`src/rtl/fetch_pkg.sv`:
```
// ============================================================================
// fetch_pkg : shared types and sizing constants for the fetch queue
// Revision  : 1.0
// ============================================================================
`default_nettype none

package fetch_pkg;

  localparam int FQ_DEPTH   = 4;
  localparam int FQ_CNT_W   = $clog2(FQ_DEPTH + 1);
  localparam int FQ_A_WIDTH = 32;
  localparam int FQ_I_WIDTH = 32;

  typedef struct packed {
    logic [FQ_I_WIDTH-1:0] instr;
    logic [FQ_A_WIDTH-1:0] pc;
    logic [FQ_A_WIDTH-1:0] pc_plus4;
  } fetch_entry_t;

endpackage

`default_nettype wire

```
`src/rtl/fq_ctrl.sv`:
```
// ============================================================================
// fq_ctrl : pointer/occupancy control for fetch_queue, flush has priority
// Revision : 1.0
// ============================================================================
`default_nettype none

module fq_ctrl
  import fetch_pkg::*;
#(
  parameter int DEPTH = FQ_DEPTH
) (
  input  logic                       clk,
  input  logic                       rst,
  input  logic                       flush,
  input  logic                       in_valid,
  input  logic                       out_ready,
  output logic                       in_ready,
  output logic                       out_valid,
  output logic                       push,
  output logic                       pop,
  output logic [$clog2(DEPTH)-1:0]   wr_ptr,
  output logic [$clog2(DEPTH)-1:0]   rd_ptr,
  output logic [$clog2(DEPTH+1)-1:0] count
);

  localparam int PTR_W = $clog2(DEPTH);
  localparam int CNT_W = $clog2(DEPTH + 1);

  // Full/empty come from count alone; pointer equality is ambiguous.
  assign in_ready  = (count != CNT_W'(DEPTH));
  assign out_valid = (count != '0);
  assign push      = in_valid && in_ready && !flush;
  assign pop       = out_valid && out_ready && !flush;

  always_ff @(posedge clk or negedge rst) begin
    if (!rst) begin
      wr_ptr <= '0;
      rd_ptr <= '0;
      count  <= '0;
    end else if (flush) begin
      wr_ptr <= '0;
      rd_ptr <= '0;
      count  <= '0;
    end else begin
      if (push) wr_ptr <= wr_ptr + PTR_W'(1);
      if (pop)  rd_ptr <= rd_ptr + PTR_W'(1);
      case ({push, pop})
        2'b10:   count <= count + CNT_W'(1);
        2'b01:   count <= count - CNT_W'(1);
        default: count <= count;
      endcase
    end
  end

endmodule

`default_nettype wire

```
`src/rtl/fetch_queue.sv`:
```
// ============================================================================
// fetch_queue : show-ahead circular prefetch buffer between fetch and decode
// Revision    : 1.0
// ============================================================================
`default_nettype none

module fetch_queue
  import fetch_pkg::*;
#(
  parameter int A_WIDTH = FQ_A_WIDTH,
  parameter int I_WIDTH = FQ_I_WIDTH,
  parameter int DEPTH   = FQ_DEPTH
) (
  input  logic                       clk,
  input  logic                       rst,
  input  logic                       flush,
  input  logic                       in_valid,
  output logic                       in_ready,
  input  logic [I_WIDTH-1:0]         in_instr,
  input  logic [A_WIDTH-1:0]         in_pc,
  input  logic [A_WIDTH-1:0]         in_pc_plus4,
  output logic                       out_valid,
  input  logic                       out_ready,
  output logic [I_WIDTH-1:0]         out_instr,
  output logic [A_WIDTH-1:0]         out_pc,
  output logic [A_WIDTH-1:0]         out_pc_plus4,
  output logic [$clog2(DEPTH+1)-1:0] count
);

  localparam int PTR_W = $clog2(DEPTH);

  logic             push;
  logic             pop;
  logic [PTR_W-1:0] wr_ptr;
  logic [PTR_W-1:0] rd_ptr;

  logic [I_WIDTH-1:0] mem_instr    [DEPTH];
  logic [A_WIDTH-1:0] mem_pc       [DEPTH];
  logic [A_WIDTH-1:0] mem_pc_plus4 [DEPTH];

  fq_ctrl #(
    .DEPTH (DEPTH)
  ) u_ctrl (
    .clk       (clk),
    .rst       (rst),
    .flush     (flush),
    .in_valid  (in_valid),
    .out_ready (out_ready),
    .in_ready  (in_ready),
    .out_valid (out_valid),
    .push      (push),
    .pop       (pop),
    .wr_ptr    (wr_ptr),
    .rd_ptr    (rd_ptr),
    .count     (count)
  );

  // Storage carries no reset; validity is tracked entirely by count.
  always_ff @(posedge clk) begin
    if (push) begin
      mem_instr[wr_ptr]    <= in_instr;
      mem_pc[wr_ptr]       <= in_pc;
      mem_pc_plus4[wr_ptr] <= in_pc_plus4;
    end
  end

  always_comb begin
    out_instr    = '0;
    out_pc       = '0;
    out_pc_plus4 = '0;
    if (out_valid) begin
      out_instr    = mem_instr[rd_ptr];
      out_pc       = mem_pc[rd_ptr];
      out_pc_plus4 = mem_pc_plus4[rd_ptr];
    end
  end

endmodule

`default_nettype wire

```
`config.mk`:
```
export PLATFORM = sky130hd
export DESIGN_NAME = fetch_queue
export DESIGN_NICKNAME = d
export VERILOG_FILES = /design/src/rtl/fetch_pkg.sv /design/src/rtl/fq_ctrl.sv /design/src/rtl/fetch_queue.sv
export SDC_FILE = /design/constraint.sdc
export NUM_CORES = 1
export LEC_CHECK = 0
export BUFFER_PORTS_ARGS = -buffer_cell sky130_fd_sc_hd__buf_2
export CORE_MARGIN = 2
export CORE_UTILIZATION = 40
export DETAILED_ROUTE_END_ITERATION = 10
export SLEW_MARGIN = 20
export SYNTH_ARGS = -nofsm -noshare
export SYNTH_HDL_FRONTEND = slang
export SYNTH_SLANG_ARGS = --single-unit
```
`constraint.sdc`:
```
create_clock -name clk -period 3.5 [get_ports clk]
set_input_delay 0.175 -clock clk [delete_from_list [all_inputs] [get_ports clk]]
set_output_delay 0.175 -clock clk [all_outputs]
set_load 0.05 [all_outputs]
```
* Yosys cells after proc, flatten, opt, wreduce, memory -nomap -nowiden *
Memories as Yosys holds them, arrays and structs flattened.
Index checks and enable logic that the tools add are counted.

storage, ports and cells
  input port bits = 101
  output and inout port bits = 101
  register bits = 7
  memory bits (writable) = 384
  memories kept = 3

memory list
  name          words  width  read ports  clocked after Yosys merged registers in  write ports  line               text
  mem_instr     4      32     1           0                                        1            fetch_queue.sv:37  logic [I_WIDTH-1:0] mem_instr [DEPTH];
  mem_pc        4      32     1           0                                        1            fetch_queue.sv:38  logic [A_WIDTH-1:0] mem_pc [DEPTH];
  mem_pc_plus4  4      32     1           0                                        1            fetch_queue.sv:39  logic [A_WIDTH-1:0] mem_pc_plus4 [DEPTH];

operators by class
  reduce and logical (&&, ||, !) cells = 9
  add/subtract/negate cells = 4
  multiplexer cells = 11
  equality and inequality tests = 3

operators with widths
  operator                                             number
  2-to-1 mux 32 bit                                    3
  2-to-1 mux 2 bit                                     4
  case mux 3 bit (2 select lines)                      1
  nonzero test 3 bit                                   2
  adder 2 x 1 -> 2 bit, second input constant          2
  logical AND 1 bit                                    4
  nonzero test 2 bit                                   2
  adder 3 x 1 -> 3 bit, second input constant          1
  2-to-1 mux 3 bit                                     1
  != test 3 bit, second input constant                 1
  subtractor 3 x 1 -> 3 bit, second input constant     1
  equality test 2 x 1 -> 1 bit, second input constant  1
  equality test 2 bit, second input constant           1
  2-to-1 mux 1 bit                                     2
  logical NOT 1 bit                                    1

* Depth between registers and ports, before layout *
Gate-level depths: netlist of the first run.

  depth after elaboration = 6
  depth in mapped cells = 8

* Cells and area by module *
A second synthesis of the first run with hierarchy kept.

second synthesis, totals
  cells, all modules = 778
  area total of the unflattened synthesis = 15045.7 um^2

modules (own cells, without submodules)
  module       cells each  area each (um^2)  times used  sequential area each (um^2)
  fetch_queue  722         14546.5           1           11531.1
  fq_ctrl      56          499.2             1           175.2

* Worst setup path after synthesis of the first run *
Ideal clock, no wire load.

  path type = register to register
  from = register u_ctrl.count[0]
  to = memory mem_instr[0][0] (netlist bit) (enable)
  cell stages (with the launch flop) = 4
  path buffers = 1
  required time = 3034 ps
  clock period less this slack = 4326 ps
  library setup time = 466 ps
  data arrival time = 3860 ps
  path slack = -826 ps
  path through = dfrtp_1 -> or3b_1 -> clkbuf_1 -> and3_1

between the ends
  word-level cells in the longest chain between the ends = 5

RTL lines
  element                                 line               text
  start: declaration                      fq_ctrl.sv:23      output logic [$clog2(DEPTH+1)-1:0] count
  start signal: assignment                fq_ctrl.sv:48      2'b10: count <= count + CNT_W'(1);
  start signal: assignment                fq_ctrl.sv:49      2'b01: count <= count - CNT_W'(1);
  start signal: assignment                fq_ctrl.sv:50      default: count <= count;
  != test 3 bit                           fq_ctrl.sv:30      assign in_ready = (count != CNT_W'(DEPTH));
  net in_ready                            fetch_queue.sv:18  output logic in_ready,
  logical AND 1 bit (2 in a row)          fq_ctrl.sv:32      assign push = in_valid && in_ready && !flush;
  2-to-1 mux 1 bit                        fetch_queue.sv:60  if (push) begin
  2-to-1 mux 1 bit (implied by the code)  fetch_queue.sv:61  mem_instr[wr_ptr] <= in_instr;
  end: declaration                        fetch_queue.sv:37

The timed path passes the listed nets, and every way through them passes these cells.

* Final worst setup path of the first run *
  from = register u_ctrl.rd_ptr[0]
  to = output out_instr[13]

between the ends
  word-level cells in the longest chain between the ends = 2

RTL lines
  element                   line               text
  start: declaration        fq_ctrl.sv:22      output logic [$clog2(DEPTH)-1:0] rd_ptr,
  start signal: assignment  fq_ctrl.sv:46      if (pop) rd_ptr <= rd_ptr + PTR_W'(1);
  memory read (4 x 32 bit)  --
  2-to-1 mux 32 bit         fetch_queue.sv:71  if (out_valid) begin
  end: declaration          fetch_queue.sv:24  output logic [I_WIDTH-1:0] out_instr,

Every way passes these cells.

==> summary.md, run 1 <==
| Metric | Value |
|---|---|
| Startpoint Class | `flop` |
| Adder-cell share of the synthesized area | `0.00467` |
| Final min period | `2.89 ns` |
| First-pass GRT wire length | `47,200 um` |
| FFs w/ async S/R, synth | `0.0179` |
| GRT Total Usage | `0.161` |
| VDD IR max | `0.562 mV` |
| Net Sw Frac | `0.335` |
| Clock power share | `0.308` |
| Area Growth Syn to Fin | `27.0%` |
| # H-tree levels | `2` |
| Critical Path Sink Type | `output pin` |
| Gpl congestion | `0.732` |
| Syn Std Cell Area | `15,000 um2` |
| Critical path type | `flop to output pin` |
| Total congestion overflow | `0` |
| Internal power | `9.23 mW` |
| Vias in the first global route | `8,299` |
| Worst path arrival time | `2.72 ns` |
| RSZ-0062 raised after global routing | `false` |
| HPWL Detailed | `18,100 um` |
| Crit-path max cell delay | `0.91 ns` |
| Routed Wire Length | `30,900 um` |
| Count of input and output buffers | `201` |
| P_sw | `4.66 mW` |
| Clk sinks | `391` |
| Power Density | `729 nW/um2` |
| Vias per Instance | `5.02` |
| RR Endpoint | `u_ctrl.count[1]` |
| Row count | `70` |
| Slew Limit Fails | `0` |
| Hold EP | `mem_instr[1][0]` |
| Worst-Skew Late Latency | `0.54 ns` |
| Slew HR | `0.482` |
| Drc violations | `0` |
| Post-synth EDFFs | `384` |
| Die Span X | `198 um` |
| Area post-placement | `16,700 um2` |
| Total area of multi-input combinational cells | `3110 um2` |
| Register area | `11,700 um2` |
| # Max-Cap Violations | `0` |
| Min-Delay Path Class | `input port to flop` |
| Comb power frac | `0.294` |
| F_max | `346 MHz` |
| Syn Inst Count | `673` |
| Synth Area in XOR/XNOR | `0.00233` |
| Worst-path clk slew | `0.06 ns` |
| Final Hold Fails | `0` |
| Die Y-Extent | `198 um` |
| Core area | `36,800 um2` |
| CP required | `3.32 ns` |
| Sequential area share after synthesis | `0.780` |
| Aggregate negative setup slack | `0 ns` |
| Crit-path cells | `buf_4 -> mux4_2 -> and2_1 -> buf_2` |
| Synth Warn # | `0` |
| DIE AREA | `39,100 um2` |
| Post-route ant nets | `0` |
| Main combinational cell family by area after synthesis | `multiplexers` |
| Outcome | `complete, no violations` |
| Setup WS pre-CTS | `1.13 ns` |
| Initial Util | `0.408` |
| Drt first pass iters | `4` |
| Post-Synth Simple-Gate Area | `0.0487` |
| Synth Flop Type | `edfxtp_1` |
| Final worst slack | `0.608 ns` |
| Final worst-path cycle share | `0.826` |
| Critical-path top delay cell | `dfrtp_4` |
| Fill count | `3,009` |
| Wire per inst | `20.6 um` |
| RR Startpoint | `u_ctrl.count[2]` |
| Diode count | `0` |
| Slew @ Worst Pin | `0.777 ns` |
| Initial antenna violation count | `1` |
| Compound-Gate Fraction of Synth Area | `0.00542` |
| Synth cell types | `29` |
| Clock Tree Buf Depth | `3` |
| Total CTS buffers | `42` |
| Syn avg cell area | `22.3 um2` |
| Top-level port count | `202` |
| FF+latch count, synth | `391` |
| Layout Nets | `1,110` |
| DRT iter0 DRCs | `314` |
| Worst r2r path cells | `7` |
| Reg2reg setup slack | `1.16 ns` |
| Hold Crit Depth | `2` |
| # setup viols final | `0` |
| Post-route cell area | `19,100 um2` |
| TritonCTS clock tree | `yes` |
| Clock Skews | `0.0101 ns` |
| Hold_ws | `0.380 ns` |
| Flop pwr share | `0.399` |
| Vias | `7,542` |
| Hold Crit Start | `in_instr[0]` |
| Syn_nets | `779` |
| Share of cells above drive strength 1 | `0.371` |
| Worst-path maximum fanout | `31` |
| CTS Root Buffer Type | `clkbuf_16` |
| Largest net degree at the start of global routing | `52` |
| Mux cell area share after synthesis | `0.145` |
| P_leak | `6.58 nW` |
[worst max-delay path: cells and delay by family (launching register included)]
family | cells | cell delay (ns)
flops | 1 | 0.91
buf+inv | 2 | 0.55
simple gates | 1 | 0.18
mux | 1 | 0.51
[flip-flops by register name, indices dropped and copies added, names as in the netlist]
signal and flops:
mem_instr 128, mem_pc 128, mem_pc_plus4 128, u_ctrl.count 3, u_ctrl.rd_ptr 2, u_ctrl.wr_ptr 2
[cell usage in the layout (no fill, tap or decap), types with 2 or more instances in the layout]
cell type      count
and3_4             4
xor2_1             3
buf_12            10
nand3_1            2
inv_1              4
clkbuf_16         43
dlygate4sd3_1    102
o21ai_0            3
mux4_2            96
buf_4             10
clkinv_2           7
nand2_1            6
a21oi_1            4
dfrtp_1            5
clkbuf_1           5
and2_1            96
nor3_1             3
nor2_1             9
edfxtp_1         384
dfrtp_4            2
buf_2            201
clkinvlp_4         2
clkinv_1          11
bufinv_16          4
ha_1               4
inv_6              2
[area by class of cell]
cell class | count | area share
flip-flops and latches | 391 | 0.615
multi-input cells | 241 | 0.163
repair buffers | 323 | 0.121
clock buffers | 48 | 0.0575
well taps | 468 | 0.0307
clock inverters | 26 | 0.0120
inverters | 5 | 0.000985
[power groups by stage]
stage,clock (mW),combinational (mW),sequential (mW)
final,4.27,4.08,5.54
after global routing,4.58,4.33,5.57
after CTS,4.40,4.16,5.55
after detailed placement,0,4.05,5.64
after global placement,0,4.05,5.63
after floorplan,0,3.07,5.57
[per-stage QoR]
stage | instances | power, mW | util
floorplan | 673 | 8.63 | -
global placement | 1326 | 9.68 | 0.454
detailed placement | 1326 | 9.69 | 0.454
CTS | 1502 | 14.1 | 0.518
global route | 1502 | 14.5 | 0.518
finish | 1502 | 13.9 | 0.518
[routing by layer]
metal / up-vias / wire (um) / track usage
li1: 3409 / - / -
met1: 3888 / 12800 / 0.199
met2: 189 / 15400 / 0.272
met3: 54 / 1990 / 0.0476
met4: 2 / 726 / 0.0551
met5: - / 9 / 0
[cell usage after synthesis, types with 2 or more instances]
master | number | area share
a21oi_1 | 4 | 0.0013
clkbuf_1 | 18 | 0.0045
edfxtp_1 | 384 | 0.77
and3_1 | 4 | 0.0017
nor3_1 | 3 | 0.0010
inv_1 | 5 | 0.0013
buf_6 | 2 | 0.0015
ha_1 | 4 | 0.0033
nor2_1 | 9 | 0.0023
o21ai_0 | 3 | 0.0010
nand2_1 | 6 | 0.0015
mux4_2 | 96 | 0.14
buf_2 | 14 | 0.0047
dfrtp_1 | 7 | 0.012
and2_1 | 96 | 0.040
buf_8 | 2 | 0.0020
nand3_1 | 2 | 0.00067
xor2_1 | 3 | 0.0018
[worst max-delay path by stage]
stage / start / to / slack, ns / depth (start not counted)
2_1_floorplan: u_ctrl.count[0] / mem_instr[0][0] / 0.23 / 3
3_3_place_gp: u_ctrl.rd_ptr[0] / out_pc_plus4[11] / 1.15 / 4
3_5_place_dp: u_ctrl.rd_ptr[0] / out_pc_plus4[6] / 1.13 / 4
4_1_cts: u_ctrl.rd_ptr[0] / out_pc_plus4[6] / 0.52 / 4
5_1_grt: u_ctrl.rd_ptr[0] / out_pc_plus4[9] / 0.45 / 4
6_report: u_ctrl.rd_ptr[0] / out_instr[13] / 0.61 / 4
[repair_timing]
item	CTS	global route
resized for setup	0	0
buffers inserted	0	0
endpoints found under the hold margin	397	0
hold buffers	102	0
[kinds of logic (layout without fill, tap and decap cells)]
family	count (synthesis)	in the layout
AND/OR/NAND/NOR	123	123
multiplexers	97	97
XOR/XNOR	4	4
buffers and inverters	41	402
AO/OA/AOI/OAI	12	12
adder cells (fa/ha/maj)	5	5
flip-flops	391	391
Note: power is estimated with default switching activity, not from simulation.
==> run 2: changes to the inputs <==
==> constraint.sdc (replaced) <==
create_clock -name clk -period 3 [get_ports clk]
set_input_delay 0.15 -clock clk [delete_from_list [all_inputs] [get_ports clk]]
set_output_delay 0.15 -clock clk [all_outputs]
set_load 0.05 [all_outputs]
==> run 2 against run 1 <==
Against the previous run: flip-flop and latch count unchanged; sequential share of layout area down 0.084 points; die area unchanged; register-to-register slack worse by 0.46 ns; non-clock buffer count down 4; via count about the same; worst hold slack worse by 0.022 ns; critical path depth unchanged; critical path type unchanged; largest power group unchanged.
==> summary.md, run 2 (synthesized netlist as in run 1, its figures left out) <==
| Metric | Value |
|---|---|
| Outcome | `complete, no violations` |
| Count of input and output buffers | `201` |
| Clock power share | `0.308` |
| RSZ-0062 raised after global routing | `false` |
| Routed Wire Length | `30,000 um` |
| DIE AREA | `39,100 um2` |
| Worst-path clk slew | `0.06 ns` |
| Final Hold Fails | `0` |
| Top-level port count | `202` |
| Drt first pass iters | `4` |
| Fill count | `2,985` |
| Comb power frac | `0.298` |
| Area post-placement | `16,700 um2` |
| HPWL Detailed | `16,800 um` |
| GR Layer Usage met1 | `0.197` |
| Core area | `36,800 um2` |
| DRT iter0 DRCs | `333` |
| P_leak | `6.57 nW` |
| Total CTS buffers | `43` |
| # H-tree levels | `2` |
| TritonCTS clock tree | `yes` |
| Row count | `70` |
| Vias | `7,536` |
| Vias in the first global route | `8,157` |
| Gpl congestion | `0.743` |
| Die Span X | `198 um` |
| Inst Count DP | `1,322` |
| CP required | `2.85 ns` |
| Initial Util | `0.408` |
| Critical Path Sink Type | `output pin` |
| Final min period | `2.56 ns` |
| Clock Skews | `0.0132 ns` |
| Slew HR | `0.675` |
| Critical path type | `flop to output pin` |
| Layout Nets | `1,107` |
| Finished Layout Cells | `1,501` |
| Die Y-Extent | `198 um` |
| Startpoint Class | `flop` |
| Most frequent cells in the layout | `edfxtp_1 (384), buf_2 (201), dlygate4sd3_1 (102)` |
| # setup viols final | `0` |
| F_max | `390 MHz` |
| Regs by FF count | `mem_instr x128, mem_pc x128, mem_pc_plus4 x128` |
| Global Route met2 Usage | `0.261` |
| Clock Tree Buf Depth | `3` |
| Slew @ Worst Pin | `0.488 ns` |
| Commonest non-fill, non-tap cell in the layout | `edfxtp_1` |
| Min-Delay Path Class | `input port to flop` |
| CTS Root Buffer Type | `clkbuf_16` |
| Largest net degree at the start of global routing | `99` |
| GRT Total Usage | `0.157` |
| Worst-Skew Late Latency | `0.55 ns` |
| Final worst-path cycle share | `0.854` |
| Flop pwr share | `0.394` |
| Met3 Track Usage GR | `0.0485` |
| # Max-Cap Violations | `0` |
| Wire per inst | `20.0 um` |
| Slew Limit Fails | `0` |
| Most Crowded Layer GR | `met2` |
| Total congestion overflow | `0` |
| Post-route ant nets | `0` |
| Vias per Instance | `5.02` |
| First-pass GRT wire length | `46,100 um` |
| Worst-path maximum fanout | `50` |
| Initial antenna violation count | `2` |
| Share of cells above drive strength 1 | `0.367` |
| Post-route cell area | `19,100 um2` |
| Hold_ws | `0.358 ns` |
| P_sw | `5.38 mW` |
| Power Density | `846 nW/um2` |
| Internal power | `10.8 mW` |
| Clk sinks | `391` |
| Drc violations | `0` |
| Worst path arrival time | `2.41 ns` |
| Net Sw Frac | `0.333` |
| VDD IR max | `0.519 mV` |
| Area Growth Syn to Fin | `27.2%` |
run 2: routing by layer:
metal  wire, um  vias to the layer above
li1           -                     3398
met1      12600                     3904
met2      14700                      196
met3       2090                       36
met4        486                        2
met5         13                        -
run 2: path summary, 6_finish.rpt:
path	start	end	slack [ns]	cells after the start
setup / recovery	u_ctrl.rd_ptr[0]	out_pc_plus4[19]	0.44	4
min in group asynchronous	rst	u_ctrl.count[1]	0.58	3
hold reg to reg	u_ctrl.wr_ptr[0]	u_ctrl.wr_ptr[0]	0.70	3
setup reg to reg	u_ctrl.count[2]	u_ctrl.count[1]	0.70	7
max in group asynchronous	rst	u_ctrl.rd_ptr[1]	2.14	3
hold / removal	in_instr[31]	mem_instr[0][31]	0.36	2
run 2: final cells by class:
class                           instances  area (um2)  share of cell area
Sequential cell                       391       11700               0.614
Clock buffer                           54        1160              0.0608
Clock inverter                         22         180             0.00944
Multi-Input combinational cell        241        3110               0.163
Inverter                                5        18.8            0.000984
Timing Repair Buffer                  319        2310               0.121
Antenna cell                            1        2.50            0.000131
Tap cell                              468         586              0.0307
run 2: repair_timing:
item                                   in CTS  in global routing
setup buffers                               0                  0
hold buffers                              102                  0
gates resized for setup                     0                  0
endpoints found under the hold margin     397                  0
setup endpoints to repair                   0                  0
run 2: critical path, stage by stage, from the launching register on:
cell     delay (ns)
dfrtp_4        0.45
buf_12         0.34
mux4_2         0.55
and2_1         0.20
buf_2          0.22
run 2: power by group through the flow:
stage	combinational [mW]	clock [mW]	sequential (mW)
6_report	4.81	4.98	6.36
3_5_place_dp	4.80	0	6.48
4_1_cts	4.92	5.12	6.37
3_3_place_gp	4.80	0	6.47
5_1_grt	5.12	5.32	6.39
2_1_floorplan	3.58	0	6.50
run 2: per-stage QoR:
stage / setup WS, ns / TNS, ns / power (mW) / util
3_5_place_dp: 0.725 / 0 / 11.3 / 0.454
2_1_floorplan: -0.269 / -103.21 / 10.1 / -
5_1_grt: 0.335 / 0 / 16.8 / 0.519
6_report: 0.437 / 0 / 16.2 / 0.519
3_3_place_gp: 0.803 / 0 / 11.3 / 0.454
4_1_cts: 0.392 / 0 / 16.4 / 0.519
==> run 3: changes to the inputs <==
--- a/config.mk
+++ b/config.mk
@@ -6,6 +6,7 @@
 export NUM_CORES = 1
 export LEC_CHECK = 0
 export BUFFER_PORTS_ARGS = -buffer_cell sky130_fd_sc_hd__buf_2
+export CORE_ASPECT_RATIO = 1.25
 export CORE_MARGIN = 2
 export CORE_UTILIZATION = 40
 export DETAILED_ROUTE_END_ITERATION = 10
==> constraint.sdc (replaced) <==
create_clock -name clk -period 2.79 [get_ports clk]
set_input_delay 0.1395 -clock clk [delete_from_list [all_inputs] [get_ports clk]]
set_output_delay 0.1395 -clock clk [all_outputs]
set_load 0.05 [all_outputs]
==> run 3 against run 2 <==
Against the previous run: utilization decreased by 0.76 points; flip-flop and latch count unchanged; global-route usage decreased by 0.39 points; worst hold slack improved by 0.0063 ns; clock power decreased by 3%; setup slack got worse by 0.17 ns; first-iteration DRC count increased by 10%; sequential power increased by 8.2%; clock-buffer cell count increased by 3; highest routed layer unchanged.
==> summary.md, run 3 (synthesized netlist as in run 1, its figures left out) <==
| Metric | Value |
|---|---|
| Outcome | `complete, no violations` |
| # setup viols final | `0` |
| Largest net degree at the start of global routing | `99` |
| Critical path type | `flop to output pin` |
| Top-level port count | `202` |
| Total congestion overflow | `0` |
| Hold-fix buffers at CTS | `102` |
| Commonest non-fill, non-tap cell in the layout | `edfxtp_1` |
| Row count | `79` |
| Diode count | `0` |
| Clock Skews | `0.0105 ns` |
| Final min period | `2.53 ns` |
| Slew Limit Fails | `0` |
| Critical Path Sink Type | `output pin` |
| Slew @ Worst Pin | `0.429 ns` |
| Gpl congestion | `0.777` |
| Initial antenna violation count | `1` |
| Most frequent cells in the layout | `edfxtp_1 (384), buf_2 (201), dlygate4sd3_1 (102)` |
| Count of input and output buffers | `201` |
| Clk sinks | `391` |
| Power Density | `891 nW/um2` |
| Finished Layout Cells | `1,511` |
| CTS Root Buffer Type | `clkbuf_16` |
| Worst-Skew Late Latency | `0.52 ns` |
| Slew HR | `0.714` |
| Drc violations | `0` |
| Initial Util | `0.405` |
| GRT Total Usage | `0.153` |
| F_max | `396 MHz` |
| DRT iter0 DRCs | `367` |
| Startpoint Class | `flop` |
| VDD IR max | `0.722 mV` |
| Final Hold Fails | `0` |
| DIE AREA | `39,100 um2` |
| Core area | `37,100 um2` |
| Fill count | `2,976` |
| # Max-Cap Violations | `0` |
| Clock Tree Buf Depth | `3` |
| Regs by FF count | `mem_instr x128, mem_pc x128, mem_pc_plus4 x128` |
| # H-tree levels | `2` |
| RSZ-0062 raised after global routing | `false` |
| Die Span X | `177 um` |
| Drt first pass iters | `4` |
| Total area of multi-input combinational cells | `3110 um2` |
| Register area | `11,700 um2` |
| Vias in the first global route | `8,102` |
| TritonCTS clock tree | `yes` |
| HPWL Detailed | `17,000 um` |
| Die Y-Extent | `221 um` |
| P_leak | `6.50 nW` |
| Vias per Instance | `4.97` |
| Routed Wire Length | `29,400 um` |
| Worst-path clk slew | `0.06 ns` |
| CP required | `2.65 ns` |
| Share of cells above drive strength 1 | `0.362` |
| Layout Nets | `1,103` |
| Worst path arrival time | `2.39 ns` |
| Inst Count DP | `1,341` |
| Aggregate negative setup slack | `0 ns` |
| First-pass GRT wire length | `45,400 um` |
| Min-Delay Path Class | `input port to flop` |
| Vias | `7,515` |
| Area Growth Syn to Fin | `26.3%` |
| Final worst-path cycle share | `0.906` |
| Total CTS buffers | `38` |
| Post-route ant nets | `0` |
| Post-CTS Resized | `0` |
| Wire per inst | `19.4 um` |
| Post-CTS Setup Inserts | `0` |
| Worst-path maximum fanout | `29` |
run 3: worst paths after layout:
kind	start	endpoint	slack (ns)	depth (start not counted)
setup / recovery	u_ctrl.rd_ptr[0]	out_instr[20]	0.26	4
hold / removal	in_instr[11]	mem_instr[1][11]	0.36	2
setup reg to reg	u_ctrl.count[0]	u_ctrl.count[1]	0.52	7
hold reg to reg	u_ctrl.wr_ptr[0]	u_ctrl.wr_ptr[0]	0.70	3
max in group asynchronous	rst	u_ctrl.rd_ptr[0]	1.89	3
min in group asynchronous	rst	u_ctrl.wr_ptr[0]	0.60	3
run 3: routing by layer:
layer / up-vias / part of all wire / GRT usage
met4: 2 / 0.019 / 0.0438
met3: 39 / 0.056 / 0.0375
li1: 3386 / - / -
met1: 3905 / 0.40 / 0.183
met5: - / 0.00024 / 0
met2: 183 / 0.53 / 0.274
run 3: where the power goes:
group	switching, mW	internal [mW]
sequential	0.130	6.75
clock	2.00	2.84
combinational	3.51	1.65
total	5.64	11.2
run 3: worst max-delay path, cell delays in order (launching register included):
cell and delay [ns]:
dfrtp_4 0.60, buf_12 0.28, mux4_2 0.53, and2_1 0.20, buf_2 0.22
run 3: cell type report:
type | count | area share
Sequential cell | 391 | 0.618
Multi-Input combinational cell | 241 | 0.164
Timing Repair Buffer | 320 | 0.122
Clock buffer | 57 | 0.0567
Tap cell | 486 | 0.0321
Clock inverter | 11 | 0.00555
Inverter | 5 | 0.000991
run 3: per-stage QoR:
stage | power [mW] | hold slack, ns | cell area, um2 | utilization | setup slack (ns)
4_1_cts | 17.1 | 0.331 | 18900 | 0.511 | 0.183
5_1_grt | 17.6 | 0.347 | 18900 | 0.511 | 0.123
2_1_floorplan | 10.8 | -0.156 | 15000 | - | 0.276
3_5_place_dp | 12.1 | -0.00902 | 16700 | 0.452 | 0.547
3_3_place_gp | 12.1 | -0.00730 | 16700 | 0.452 | 0.588
6_report | 16.9 | 0.364 | 18900 | 0.511 | 0.262
